$ cat src/rtl/reset_sequencer_pkg.sv
`default_nettype none
// ============================================================================
// reset_seq_pkg: shared state type, default parameters and sizing helper.
// Rev 1.0
// ============================================================================
package reset_seq_pkg;

    typedef enum logic [1:0] {
        RESET   = 2'd0,
        HOLD    = 2'd1,
        RELEASE = 2'd2,
        RUN     = 2'd3
    } reset_seq_state_e;

    localparam int DEF_SYNC_STAGES = 2;
    localparam int DEF_HOLD_CYCLES = 16;
    localparam int DEF_STAGGER     = 4;
    localparam int DEF_NUM_OUT     = 4;

    function automatic int max(input int a, input int b);
        return (a > b) ? a : b;
    endfunction

endpackage
`default_nettype wire

$ cat src/rtl/reset_sequencer_sync.sv
`default_nettype none
// ============================================================================
// rst_sync_chain: async-assert, sync-deassert flop chain with its input tied 1.
// Rev 1.0
// ============================================================================
module rst_sync_chain #(
    parameter int STAGES = 2
) (
    input  logic clk,
    input  logic rst1,
    output logic sync_out
);

    logic [STAGES-1:0] chain;

    always_ff @(posedge clk or negedge rst1) begin
        if (!rst1) begin
            chain <= '0;
        end else begin
            chain <= {chain[STAGES-2:0], 1'b1};
        end
    end

    assign sync_out = chain[STAGES-1];

endmodule
`default_nettype wire

$ cat src/rtl/reset_sequencer.sv
`default_nettype none
// ============================================================================
// reset_sequencer: hold all domains in reset, then release them one by one.
// Optional RESET_SEQ_SW_REQ_EN adds a software re-sequence request. Rev 1.0
// ============================================================================
module reset_sequencer
    import reset_seq_pkg::*;
#(
    parameter int SYNC_STAGES = DEF_SYNC_STAGES,
    parameter int HOLD_CYCLES = DEF_HOLD_CYCLES,
    parameter int STAGGER     = DEF_STAGGER,
    parameter int NUM_OUT     = DEF_NUM_OUT
) (
    input  logic               clk,
    input  logic               rst1,
    input  logic               sw_rst_req,
    output logic               sw_rst_ack,
    output logic [NUM_OUT-1:0] rst_n_out,
    output logic               done
);

    localparam int CNT_W = $clog2(max(HOLD_CYCLES, STAGGER) + 1);
    localparam logic [CNT_W-1:0] HOLD_LAST    = CNT_W'(HOLD_CYCLES - 1);
    localparam logic [CNT_W-1:0] STAGGER_LAST = CNT_W'(STAGGER - 1);

    reset_seq_state_e   state;
    logic [CNT_W-1:0]   cnt;
    logic               sync_out;
    logic [NUM_OUT-1:0] rel_next;
    logic               step_now;

    rst_sync_chain #(
        .STAGES   (SYNC_STAGES)
    ) u_sync (
        .clk      (clk),
        .rst1     (rst1),
        .sync_out (sync_out)
    );

    // Releasing is a shift-in of ones, so the mask itself tracks progress.
    assign rel_next = (rst_n_out << 1) | NUM_OUT'(1);

    always_comb begin
        step_now = 1'b0;
        if (state == HOLD) begin
            step_now = (cnt == HOLD_LAST);
        end else if (state == RELEASE) begin
            step_now = (cnt == STAGGER_LAST);
        end
    end

`ifdef RESET_SEQ_SW_REQ_EN
    logic ack_q;
    logic sw_origin;

    assign sw_rst_ack = ack_q;
`else
    logic unused_sw_req;

    assign unused_sw_req = sw_rst_req;
    assign sw_rst_ack    = 1'b0;
`endif

    always_ff @(posedge clk or negedge rst1) begin
        if (!rst1) begin
            state     <= RESET;
            cnt       <= '0;
            rst_n_out <= '0;
            done      <= 1'b0;
`ifdef RESET_SEQ_SW_REQ_EN
            ack_q     <= 1'b0;
            sw_origin <= 1'b0;
`endif
        end else begin
`ifdef RESET_SEQ_SW_REQ_EN
            ack_q <= 1'b0;
`endif
            unique case (state)
                RESET: begin
                    if (sync_out) begin
                        state <= HOLD;
                        cnt   <= '0;
                    end
                end
                HOLD, RELEASE: begin
                    if (step_now) begin
                        cnt       <= '0;
                        rst_n_out <= rel_next;
                        if (rel_next[NUM_OUT-1]) begin
                            state <= RUN;
                            done  <= 1'b1;
`ifdef RESET_SEQ_SW_REQ_EN
                            ack_q     <= sw_origin;
                            sw_origin <= 1'b0;
`endif
                        end else begin
                            state <= RELEASE;
                        end
                    end else begin
                        cnt <= cnt + CNT_W'(1);
                    end
                end
                RUN: begin
`ifdef RESET_SEQ_SW_REQ_EN
                    if (sw_rst_req) begin
                        state     <= HOLD;
                        cnt       <= '0;
                        rst_n_out <= '0;
                        done      <= 1'b0;
                        sw_origin <= 1'b1;
                    end
`endif
                end
            endcase
        end
    end

endmodule
`default_nettype wire

$ cat config.mk
export PLATFORM = sky130hd
export DESIGN_NAME = reset_sequencer
export DESIGN_NICKNAME = d
export VERILOG_FILES = /design/src/rtl/reset_sequencer_pkg.sv /design/src/rtl/reset_sequencer_sync.sv /design/src/rtl/reset_sequencer.sv
export SDC_FILE = /design/constraint.sdc
export NUM_CORES = 1
export LEC_CHECK = 0
export BUFFER_PORTS_ARGS = -buffer_cell sky130_fd_sc_hd__buf_2
export CAP_MARGIN = 0
export CORE_MARGIN = 10
export CORE_UTILIZATION = 45
export CTS_CLUSTER_SIZE = 8
export DETAILED_ROUTE_END_ITERATION = 10
export PLACE_DENSITY = 0.6
export SYNTH_ARGS = -nofsm -noshare
export SYNTH_HDL_FRONTEND = slang
export SYNTH_HIERARCHICAL = 1
export SYNTH_SLANG_ARGS = --single-unit
$ cat constraint.sdc
create_clock -name clk -period 5.7 [get_ports clk]
set_clock_uncertainty 0.05 [all_clocks]
set_input_delay 1.14 -clock clk [delete_from_list [all_inputs] [get_ports clk]]
set_output_delay 1.14 -clock clk [all_outputs]
set_load 0.02 [all_outputs]
==> Yosys cells after proc, flatten, opt, wreduce, memory -nomap -nowiden <==
Cells that the tools add are included.
{ "totals": {"ff_bits": 14, "in_bits": 3, "output_inout_bits": 6, "word_cells": 28} }
{ "op_classes": {"add_sub_neg": 1, "n_eq_ne": 6, "muxes": 9, "reduce_logical": 7} }
{ "op_table": {"columns": ["op", "n"], "rows": [
  ["$mux W5", 2],
  ["$pmux W5 S2", 1],
  ["$reduce_and A3 Y1", 2],
  ["$add A5 B1 Y5 const B", 1],
  ["$eq A5 B2 Y1 const B", 1],
  ["$eq A5 B4 Y1 const B", 1],
  ["$mux W2", 2],
  ["$pmux W2 S2", 1],
  ["$reduce_and A2 Y1", 2],
  ["$mux W1", 3],
  ["$eq A2 B1 Y1 const B", 1],
  ["$eq A2 B2 Y1 const B", 1],
  ["$logic_not A2 Y1", 1],
  ["$ne A2 B1 Y1 const B", 1],
  ["$ne A2 B2 Y1 const B", 1],
  ["$reduce_bool A2 Y1", 1],
  ["$reduce_or A2 Y1", 1]
]} }

==> Longest topological paths before layout <==
{ "depth": {"depth_word": 5, "mapped_depth": 6, "mapped_depth_nobuf": 6} }

==> By module <==
The synthesis kept the hierarchy.
{ "modules_own_cells": {"columns": ["mod", "instances", "cells_per_inst", "area_each_um2", "seq_area_each_um2"], "rows": [
  ["reset_sequencer", 1, 73, 732.0, 300.3],
  ["rst_sync_chain", 1, 3, 53.8, 50.0]
]} }

==> Worst setup path after synthesis <==
No wires, ideal clock.
{ "synth_timing": {"path_kind": "flip-flop to flip-flop", "from": "reg cnt[0]", "to": "reg state[0]", "setup_ps": 94, "arrival_time_ps": 1654, "required_ps": 5556, "path_slack_ps": 3902, "path_stages_with_launch": 7, "path_buffers": 0, "synth_period_minus_slack_ps": 1798, "path_cell_list": "dfrtp_1 > ha_1 > and3_2 > ha_1 > a21boi_0 > o21ai_2 > a211oi_1"} }
{ "synth_via": {"elab_chain_cells": 5, "elab_cells_between_ends": 6, "cone_classes": "eq/ne: 3; mux: 2; reduce/logical: 1"} }
{ "synth_lines": {"columns": ["element", "line_no", "text"], "rows": [
  ["start: declaration", "reset_sequencer.sv:27", "logic [CNT_W-1:0] cnt;"],
  ["start signal: assignment", "reset_sequencer.sv:100", "cnt <= cnt + CNT_W'(1);"],
  ["$eq A5 B2 Y1", "reset_sequencer.sv:48", "step_now = (cnt == STAGGER_LAST);"],
  ["$mux W1", "reset_sequencer.sv:47", "end else if (state == RELEASE) begin"],
  ["$mux W1 (*)", "reset_sequencer.sv:45", "if (state == HOLD) begin"],
  ["$ne A2 B2 Y1 (no source line) (*)", null, null],
  ["$reduce_and A3 Y1 (no source line) (*)", null, null],
  ["end signal: assignment", "reset_sequencer.sv:66", "state <= RESET;"],
  ["end signal: assignment", "reset_sequencer.sv:81", "state <= HOLD;"],
  ["end signal: assignment", "reset_sequencer.sv:90", "state <= RUN;"],
  ["end: declaration", "reset_sequencer.sv:26", "reset_seq_state_e state;"]
]} }
Mark *: on every way between the ends. The rest lies on a longest branch, timed or not.
A chain may end at the register's enable or synchronous reset.

==> Worst setup path in the final report <==
{ "layout_timing": {"from": "reg rst_n_out[2]", "to": "out rst_n_out[2]"} }
{ "layout_lines": {"columns": ["element", "line_no", "text"], "rows": [
  ["start: declaration", "reset_sequencer.sv:18", "output logic [NUM_OUT-1:0] rst_n_out,"],
  ["start signal: assignment", "reset_sequencer.sv:88", "rst_n_out <= rel_next;"]
]} }
No word-level cell between the ends.

==> qor.txt <==
Final hold vios: 0
Final Slew Violations: 0
Crit Path Category: reg2out
Worst-path fanout max: 5
Total GRT Usage: 9.231%
Largest net degree at the start of global routing: 15
Part of the cycle the worst path needs: 36.47%
DP Cell Count: 97
Die ar.: 0.003817 sq mm
Hold Path Class: reg2reg
CTS Root Cell: clkbuf_4
I/O Buffers: 6
Pleak: 0.0003825 uW
GP Congestion: 0.7663
Setup TNS: 0 ns
Worst R2R Path Depth: 6
CP Launch Type: register
RSZ-0062 raised after global routing: no
CTS tree: yes
Synth warnings: 6
Crit-path slowest cell: dfrtp_1
Most frequent cell after synthesis: dfrtp_1
FF+latch count, synth: 14
Die W: 61.79 um
H-tree depth: 1
GRT met1 Usage: 12.21%
CP endpoint kind: output pin
Total I/O pin count: 9
Worst path bufs/invs: 1
DR WL/cell: 14.68 um
Status: complete, no violations
Syn_area_per_cell: 10.34 sq um
Post-Layout Inst Area: 854.6 sq um
Arr. time, crit path: 0.89 ns
# setup viols final: 0
Met3 GRT Util: 2.033%
GRT met2 Usage: 13.91%
Reg2reg setup slack: 3.64 ns
Async set-reset flop share out of synthesis: 100.0%
Clock slew at reported path FFs: 0.09 ns
Clock Latency Late Sink: 0.28 ns
Non-Filler Instances: 101
Post-synthesis instance total: 76
CP delay by family, top: flip-flops
Vias in the first global route: 598
Post-CTS setup buffers: 0
Yosys top cell area share: 44.59%
Initial antenna violation count: 0
# resized after CTS: 0
Via count: 570
WHS Path Cells: 0
Post-synth EDFFs: 0
Synth Flop Type: dfrtp_1
Most area-consuming cells after synthesis: dfrtp_1, ha_1, o211ai_1
Crit Reg-Reg Endpoint: state[0]
Layout area overhead: 8.758%
Sink Count: 14
Starting Density: 46.52%
Sequential element share of the synthesized area: 44.59%
Post-Syn Area: 785.8 sq um
First-pass GRT wire length: 2.704 mm
# fillers: 163
Worst EP required: 4.51 ns
Placed inst area: 818.3 sq um
CP cell instances: buf_2
Gr busiest metal: met2
GRT Residual Overflow: 0
Critical path's largest stage delay: 0.42 ns
Hold EP: u_sync/chain[1]
Unique masters post-synth: 32
Avg Vias per Cell: 5.644
Row count: 15
N_diodes: 0
Post-DRT Antenna Nets: 0
Final Util: 50.59%
CTS max path bufs: 2
DRC Markers: 0
CTS buffer count: 3
Area leader, netlist: dfrtp_1
Worst slew pin tran: 0.6445 ns
Max-cap viol count: 0
Core area: 0.001689 sq mm
Detailed placer's ending HPWL: 1.088 mm
Total power divided by cell area: 360.7 mW/mm^2
Hold Startpoint: u_sync/chain[0]
Initial drt markers: 13
Max IR drop VDD: 0.1861 mV
Final wirelength: 1.483 mm
Synth cell count leaders: dfrtp_1, nand2_1, ha_1, o211ai_1, inv_1
Fin nets: 94
Fmax: 481.0 MHz
Share of cells above drive strength 1: 20.24%
Max-slew headroom: 55.80%
Total nets after synthesis: 85
CTS Hold Bufs: 0
Critical R2R Launch: cnt[0]
Tmin final: 2.079 ns
First-pass DRT Iterations: 4
DIE HEIGHT: 61.79 um
-- routing by layer --
| metal | vias to the layer above | wire length [um] |
|---|---|---|
| met5 | - | 0 |
| met4 | 0 | 8 |
| met3 | 2 | 53 |
| met2 | 7 | 675 |
| met1 | 272 | 746 |
| li1 | 289 | - |
-- logic make-up (layout without fill, tap and decap cells) --
| family | Yosys count | count (layout) | synth area share, % |
|---|---|---|---|
| DFF | 14 | 14 | 44.59 |
| muxes | 2 | 2 | 2.707 |
| adders and majority gates | 6 | 6 | 9.554 |
| AOI/OAI and AO/OA | 24 | 24 | 22.93 |
| and+or+nand+nor | 21 | 21 | 14.49 |
| buffers and inverters | 7 | 15 | 4.778 |
| other | 2 | 2 | 0.9558 |
-- final cells by class --
type                            count  area [sq um]  share of cell area [%]
Multi-Input combinational cell     55         397.9                   46.56
Sequential cell                    14         350.3                   41.00
Clock buffer                        4         36.28                   4.246
Timing Repair Buffer                6         30.03                   3.514
Tap cell                           17         21.27                   2.489
Inverter                            5         18.77                   2.196
-- sequential cells by signal, indices dropped and copies added (netlist names) --
signal	flops
cnt	5
rst_n_out	4
state	2
u_sync/chain	2
done	1
-- power breakdown --
part	total (uW)	switching (uW)	internal, uW
Sequential	123	11.4	111
Combinational	112	70.2	42.1
Clock	73.0	34.1	38.9
-- worst max-delay path by stage --
stage	from	cells after the start	endpoint	slack [ns]
after floorplan	cnt[0]	6	state[0]	3.90
after detailed placement	cnt[0]	6	state[0]	3.68
after CTS	rst_n_out[2]	1	rst_n_out[2]	3.60
final	rst_n_out[2]	1	rst_n_out[2]	3.62
after global routing	cnt[0]	6	cnt[4]	3.49
after global placement	cnt[0]	6	state[0]	3.66
-- metrics by stage --
step | hold WS (ns) | setup slack (ns) | total power [uW]
after floorplan | 0.2812 | 3.902 | 218.7
final | 0.3171 | 3.621 | 308.2
after detailed placement | 0.3016 | 3.678 | 236.5
after global placement | 0.2838 | 3.658 | 235.8
after CTS | 0.3229 | 3.605 | 310.8
after global routing | 0.3406 | 3.494 | 334.5
-- cell usage in the layout (no fill, tap or decap), types with 2 or more instances in the layout --
cell      instances
buf_2             6
inv_1             5
nand2b_1          2
nand2_1          11
o21ai_0           2
o211ai_1          6
o21bai_1          2
dfrtp_1          14
conb_1            2
nor2_1            2
ha_1              6
a211oi_1          3
clkbuf_4          3
Power figures use the tool's default switching activity.
